## config.mk

```make
export PLATFORM = sky130hd
export DESIGN_NAME = nexys_starship_monster_ctrl
export DESIGN_NICKNAME = d
export VERILOG_FILES = /design/src/rtl/nexys_starship_monster_ctrl.sv
export SDC_FILE = /design/constraint.sdc
export NUM_CORES = 1
export LEC_CHECK = 0
export BUFFER_PORTS_ARGS = -buffer_cell sky130_fd_sc_hd__buf_2
export CORE_ASPECT_RATIO = 2
export CORE_MARGIN = 2
export CORE_UTILIZATION = 42
export DETAILED_ROUTE_END_ITERATION = 8
export GPL_ROUTABILITY_DRIVEN = 1
export SYNTH_ARGS = -nofsm -noshare
export SYNTH_HDL_FRONTEND = slang
export SYNTH_SLANG_ARGS = --single-unit
export TNS_END_PERCENT = 20
```

## constraint.sdc

```tcl
create_clock -name Clk -period 15.9 [get_ports Clk]
set_input_delay 1.59 -clock Clk [delete_from_list [all_inputs] [get_ports Clk]]
set_output_delay 1.59 -clock Clk [all_outputs]
set_load 0.02 [all_outputs]
```

## src/rtl/nexys_starship_monster_ctrl.sv

```systemverilog
// Per-direction monster lifecycle controller: turns PRNG spawn flags into
// spawn/age/kill/cooldown/escape behaviour, a saturating kill score and a game-over latch.
module nexys_starship_monster_ctrl #(
    parameter int LIFETIME   = 8,
    parameter int COOLDOWN   = 2,
    parameter int MAX_ACTIVE = 2,
    parameter int SCORE_W    = 8
) (
    input  logic               Clk,
    input  logic               Reset_n,
    input  logic               clear,
    input  logic               game_en,
    input  logic               tick,
    input  logic [3:0]         spawn_req,
    input  logic [3:0]         kill,
    output logic [3:0]         monster_on,
    output logic [3:0]         escape_dir,
    output logic [SCORE_W-1:0] score,
    output logic               game_over
);

    localparam int AGE_W = (LIFETIME > 1) ? $clog2(LIFETIME) : 1;
    localparam int CD_W  = (COOLDOWN > 0) ? $clog2(COOLDOWN + 1) : 1;

    typedef enum logic [1:0] {
        S_EMPTY = 2'd0,
        S_ALIVE = 2'd1,
        S_COOL  = 2'd2
    } dir_state_t;

    dir_state_t         st_q  [3:0];
    dir_state_t         st_d  [3:0];
    logic [AGE_W-1:0]   age_q [3:0];
    logic [AGE_W-1:0]   age_d [3:0];
    logic [CD_W-1:0]    cd_q  [3:0];
    logic [CD_W-1:0]    cd_d  [3:0];
    logic [3:0]         on_d;
    logic [3:0]         esc_d;
    logic [SCORE_W-1:0] score_d;
    logic               over_d;
    logic [SCORE_W+2:0] score_sum;
    int                 alive_cnt;
    int                 granted;
    int                 kill_cnt;

    always_ff @(posedge Clk or negedge Reset_n) begin
        if (!Reset_n) begin
            for (int i = 0; i < 4; i++) begin
                st_q[i]  <= S_EMPTY;
                age_q[i] <= '0;
                cd_q[i]  <= '0;
            end
            monster_on <= '0;
            escape_dir <= '0;
            score      <= '0;
            game_over  <= 1'b0;
        end else begin
            for (int i = 0; i < 4; i++) begin
                st_q[i]  <= st_d[i];
                age_q[i] <= age_d[i];
                cd_q[i]  <= cd_d[i];
            end
            monster_on <= on_d;
            escape_dir <= esc_d;
            score      <= score_d;
            game_over  <= over_d;
        end
    end

    always_comb begin
        st_d      = st_q;
        age_d     = age_q;
        cd_d      = cd_q;
        on_d      = monster_on;
        esc_d     = escape_dir;
        score_d   = score;
        over_d    = game_over;
        score_sum = '0;
        alive_cnt = 0;
        granted   = 0;
        kill_cnt  = 0;

        // Spawn budget is based on the population at the start of the cycle,
        // so a kill in this cycle does not free a slot until the next one.
        for (int i = 0; i < 4; i++) begin
            if (st_q[i] == S_ALIVE) alive_cnt++;
        end

        if (clear) begin
            for (int i = 0; i < 4; i++) begin
                st_d[i]  = S_EMPTY;
                age_d[i] = '0;
                cd_d[i]  = '0;
            end
            on_d    = '0;
            esc_d   = '0;
            score_d = '0;
            over_d  = 1'b0;
        end else if (game_en && !game_over) begin
            // Walk top (3) down to right (0) so grants follow priority order.
            for (int i = 3; i >= 0; i--) begin
                case (st_q[i])
                    S_EMPTY: begin
                        if (tick && spawn_req[i] && (granted < MAX_ACTIVE - alive_cnt)) begin
                            st_d[i]  = S_ALIVE;
                            age_d[i] = '0;
                            on_d[i]  = 1'b1;
                            granted++;
                        end
                    end
                    S_ALIVE: begin
                        if (kill[i]) begin
                            kill_cnt++;
                            on_d[i] = 1'b0;
                            if (COOLDOWN == 0) begin
                                st_d[i] = S_EMPTY;
                            end else begin
                                st_d[i] = S_COOL;
                                cd_d[i] = CD_W'(COOLDOWN);
                            end
                        end else if (tick) begin
                            if (age_q[i] == AGE_W'(LIFETIME - 1)) begin
                                over_d   = 1'b1;
                                esc_d[i] = 1'b1;
                            end else begin
                                age_d[i] = age_q[i] + 1'b1;
                            end
                        end
                    end
                    S_COOL: begin
                        if (tick) begin
                            if (cd_q[i] == CD_W'(1)) st_d[i] = S_EMPTY;
                            else                     cd_d[i] = cd_q[i] - 1'b1;
                        end
                    end
                    default: ;
                endcase
            end

            score_sum = (SCORE_W + 3)'(score) + (SCORE_W + 3)'(kill_cnt);
            if (|score_sum[SCORE_W+2:SCORE_W]) score_d = '1;
            else                               score_d = score_sum[SCORE_W-1:0];
        end
    end

endmodule
```

==> reports/qor.csv <==
stage;metric;value;unit
route;drt initial violations;89;
synthesis;Post-Synth Adder-Cell Area;16.1;%
route;Routed Antenna Nets;0;
setup_path;CP max-delay cell;o41ai_1;
synthesis;number of flops mapped to enable cells by yosys;0;
setup_path;critical-path maximum fanout;9;
layout;Multi-input gate area;2270;um2
setup_path;R2R cell count;28;
floorplan;# IOs;30;
power;VDD IR-drop max;0.0893;mV
synthesis;compound-gate portion of the synthesized area;17.1;%
synthesis;part of the Yosys area used for sequential elements;31.8;%
clock_network;Longest Clk Path Bufs;2;
setup_path;r2r setup slk;8.78;ns
clock_network;Root Buffer;clkbuf_16;
layout;layout cells sized above 1;13.8;%
clock_network;post-CTS sizing;0;
setup_path;crit path launch type;flip-flop;
route;number of vias in the routed layout;3002;
clock_network;CTS tree;done;
synthesis;synthesized flop and latch total;45;
synthesis;Synth cell types;62;
worst_hold_path;Hold Path End;cd_q[1]$_DFFE_PN0P_;
run_status;status;completed;
synthesis;Synth Net Count;461;
sta;slew of the pin with the lowest slew margin;1.03;ns
layout;Area growth syn-to-layout;10.6;%
run;max_cap viols;0;
route;drt wl/cell;16.4;um
route;routed wire length;8580;um
layout;ant diodes;0;
setup_path;reg2reg end;st_q[1]$_DFFE_PN0P_;
setup_path;FF-to-FF Start;st_q[1]$_DFFE_PN0P_;
place;number of port buffers;29;
sta;fmax;140;MHz
floorplan;row count;47;
setup_path;critical path endpoint category;flip-flop;
floorplan;die area;9240;um2
power;Pwr Density;173;nW/um2
sta;max_slew headroom;31.3;%
place;Final GP Congestion;0.928;
layout;fill count;834;
synthesis;post-synthesis simple-gate area fraction;21.2;%
place;HPWL after detailed placement;6580;um
synthesis;mux share of post-synthesis cell area;6.67;%
grt;first-pass GRT wire length;14600;um
route;DR DRC count;0;
setup_path;Worst Path Required;16.07;ns
grt;largest net degree at the start of global routing;54;
clock_network;Skew-Pair Late Insertion Delay;0.29;ns
setup_path;Critical Path AT;7.29;ns
synthesis;xor/xnor share of the synthesized area;2.89;%
worst_hold_path;HP Start;cd_q[1]$_DFFE_PN0P_;
setup_path;slowest stage delay, CP;0.43;ns
power;overall power;677;uW
layout;Non-Filler Instances;524;
sta;Max Slew Vio Count;0;
clock_network;Hold-fix buffers, CTS;0;
place;setup slack at placement;8.81;ns
sta;TNS Setup;0;ns
floorplan;width of the die;69.0;um
grt;grt ovf;0;
place;placed insts;516;
sta;final setup fails;0;
synthesis;ys flop type;dfrtp_1;
worst_hold_path;Worst Hold Depth;2;
synthesis;synthesized area;3540;um2
sta;post-route minimum period;7.12;ns
power;leakage power;0.00189;uW
sta;endpoints failing hold;0;
layout;Layout Nets;483;
clock_network;Clock Pin Slew Worst Setup and Hold Paths;0.06;ns
clock_network;Sink Count;45;
sta;Tcrit/Tclk final;44.8;%
layout;commonest non-fill, non-tap cells in the layout;dfrtp_1 (45), ha_1 (44), nor2_1 (43), nand2_1 (36), buf_2 (29);
synthesis;Syn Inst Count;403;
place;Cell Area, Placed;3760;um2
grt;vias in the first global route;3160;
grt;initial antenna violation count;0;
clock_network;number of buffers created by CTS;5;
synthesis;Yosys warning count;0;
setup_path;CP most frequent cell;ha_1;
route;drt first pass iters;4;
sta;Final WS setup;8.78;ns
layout;Finished Cell Area;3920;um2
floorplan;Initial Utilization;43.1;%
route;DR vias/cell;5.73;
setup_path;WS Path Type;flip-flop to flip-flop;
synthesis;syn_area_per_cell;8.80;um2
grt;gr usage total;20.7;%
floorplan;Chip Height;134;um
setup_path;Critical path origin;st_q[1]$_DFFE_PN0P_;
layout;FF/Latch Area;1130;um2
synthesis;largest family of logic cells by synthesized area;simple AND/OR/NAND/NOR gates;
sta;clock skew;0.00463;ns
sta;RSZ-0062 raised after global routing;no;
worst_hold_path;Hold Crit Class;flip-flop to flip-flop;
floorplan;Core ar.;8230;um2
clock_network;setup bufs post-CTS;0;
clock_network;H-tree Lvls;2;
layout;commonest non-fill, non-tap cell in the layout;dfrtp_1;
synthesis;ys async rst share;100;%
Yosys cell counts, types with 3 or more instances:
library cell | number | area [um2]
inv_1 | 25 | 93.8
nor2b_1 | 12 | 75.1
mux2_1 | 3 | 33.8
mux2_2 | 10 | 113
nand2_1 | 36 | 135
nor2_1 | 43 | 161
nand2b_1 | 11 | 68.8
o21a_1 | 3 | 22.5
xnor2_1 | 4 | 35.0
mux2i_1 | 9 | 90.1
a21oi_1 | 27 | 135
nor3_1 | 11 | 55.1
a31oi_1 | 9 | 56.3
ha_1 | 44 | 551
nand3_1 | 11 | 55.1
a21o_1 | 3 | 22.5
clkbuf_1 | 14 | 52.6
o21ai_0 | 20 | 100
and2_1 | 4 | 25.0
dfrtp_1 | 45 | 1130
xor2_1 | 3 | 26.3
nand4_1 | 5 | 31.3
worst max-delay path by stage:
| stage | cells after the start | to | slack [ns] |
|---|---|---|---|
| 2_1_floorplan | 29 | st_q[0]$_DFFE_PN0P_ | 9.59 |
| 3_3_place_gp | 28 | st_q[0]$_DFFE_PN0P_ | 9.02 |
| 3_5_place_dp | 28 | st_q[1]$_DFFE_PN0P_ | 8.81 |
| 4_1_cts | 28 | st_q[1]$_DFFE_PN0P_ | 8.79 |
| 5_1_grt | 28 | age_q[0]$_DFFE_PN0P_ | 8.38 |
| 6_report | 28 | st_q[1]$_DFFE_PN0P_ | 8.78 |
metrics by stage:
step / util [%] / hold WS [ns]
6_report: 47.6 / 0.479
5_1_grt: 47.6 / 0.505
4_1_cts: 47.6 / 0.482
3_5_place_dp: 45.7 / 0.468
3_3_place_gp: 45.7 / 0.468
2_1_floorplan: - / 0.449
where the power goes:
| part | switching [uW] | total [uW] | internal, uW |
|---|---|---|---|
| sequential | 14.5 | 148 | 134 |
| combinational | 249 | 417 | 168 |
| clock | 44.7 | 111 | 66.6 |
cell type report:
type | instances | area share (%)
clock buffer | 7 | 3.89
tap | 98 | 3.13
clock inverter | 1 | 0.128
timing repair buffer | 30 | 3.89
multi-input combinational | 318 | 57.8
inverter | 25 | 2.39
sequential | 45 | 28.7
critical path: cells and delay by family, from the launching register on:
family	cells	cell delay, ns
adders and majority gates	7	2.01
AOI/OAI and AO/OA	9	2.00
and+or+nand+nor	7	1.44
muxes	2	0.72
DFF	1	0.38
buffers and inverters	2	0.28
xor gates and xnor gates	1	0.17
state kept, by name, summed over array words and instances, names as in the netlist:
name        cells
cd_q            8
game_over       1
escape_dir      4
st_q            8
monster_on      4
score           8
age_q          12
layer usage:
layer,part of all wire (%),wire (um),global-route usage (%)
met2,55,4700,39.4
met4,4.0,339,8.82
met3,2.1,182,2.60
met1,39,3350,21.1
met5,0,0,0
logic make-up (layout without fill, tap and decap cells):
family                     after synthesis  count (layout)
adders and majority gates               45              45
xor gates and xnor gates                 9               9
muxes                                   22              22
DFF                                     45              45
and+or+nand+nor                        151             151
AOI/OAI and AO/OA                       91              91
buffers and inverters                   40              63
(Power assumes the default switching activity.)
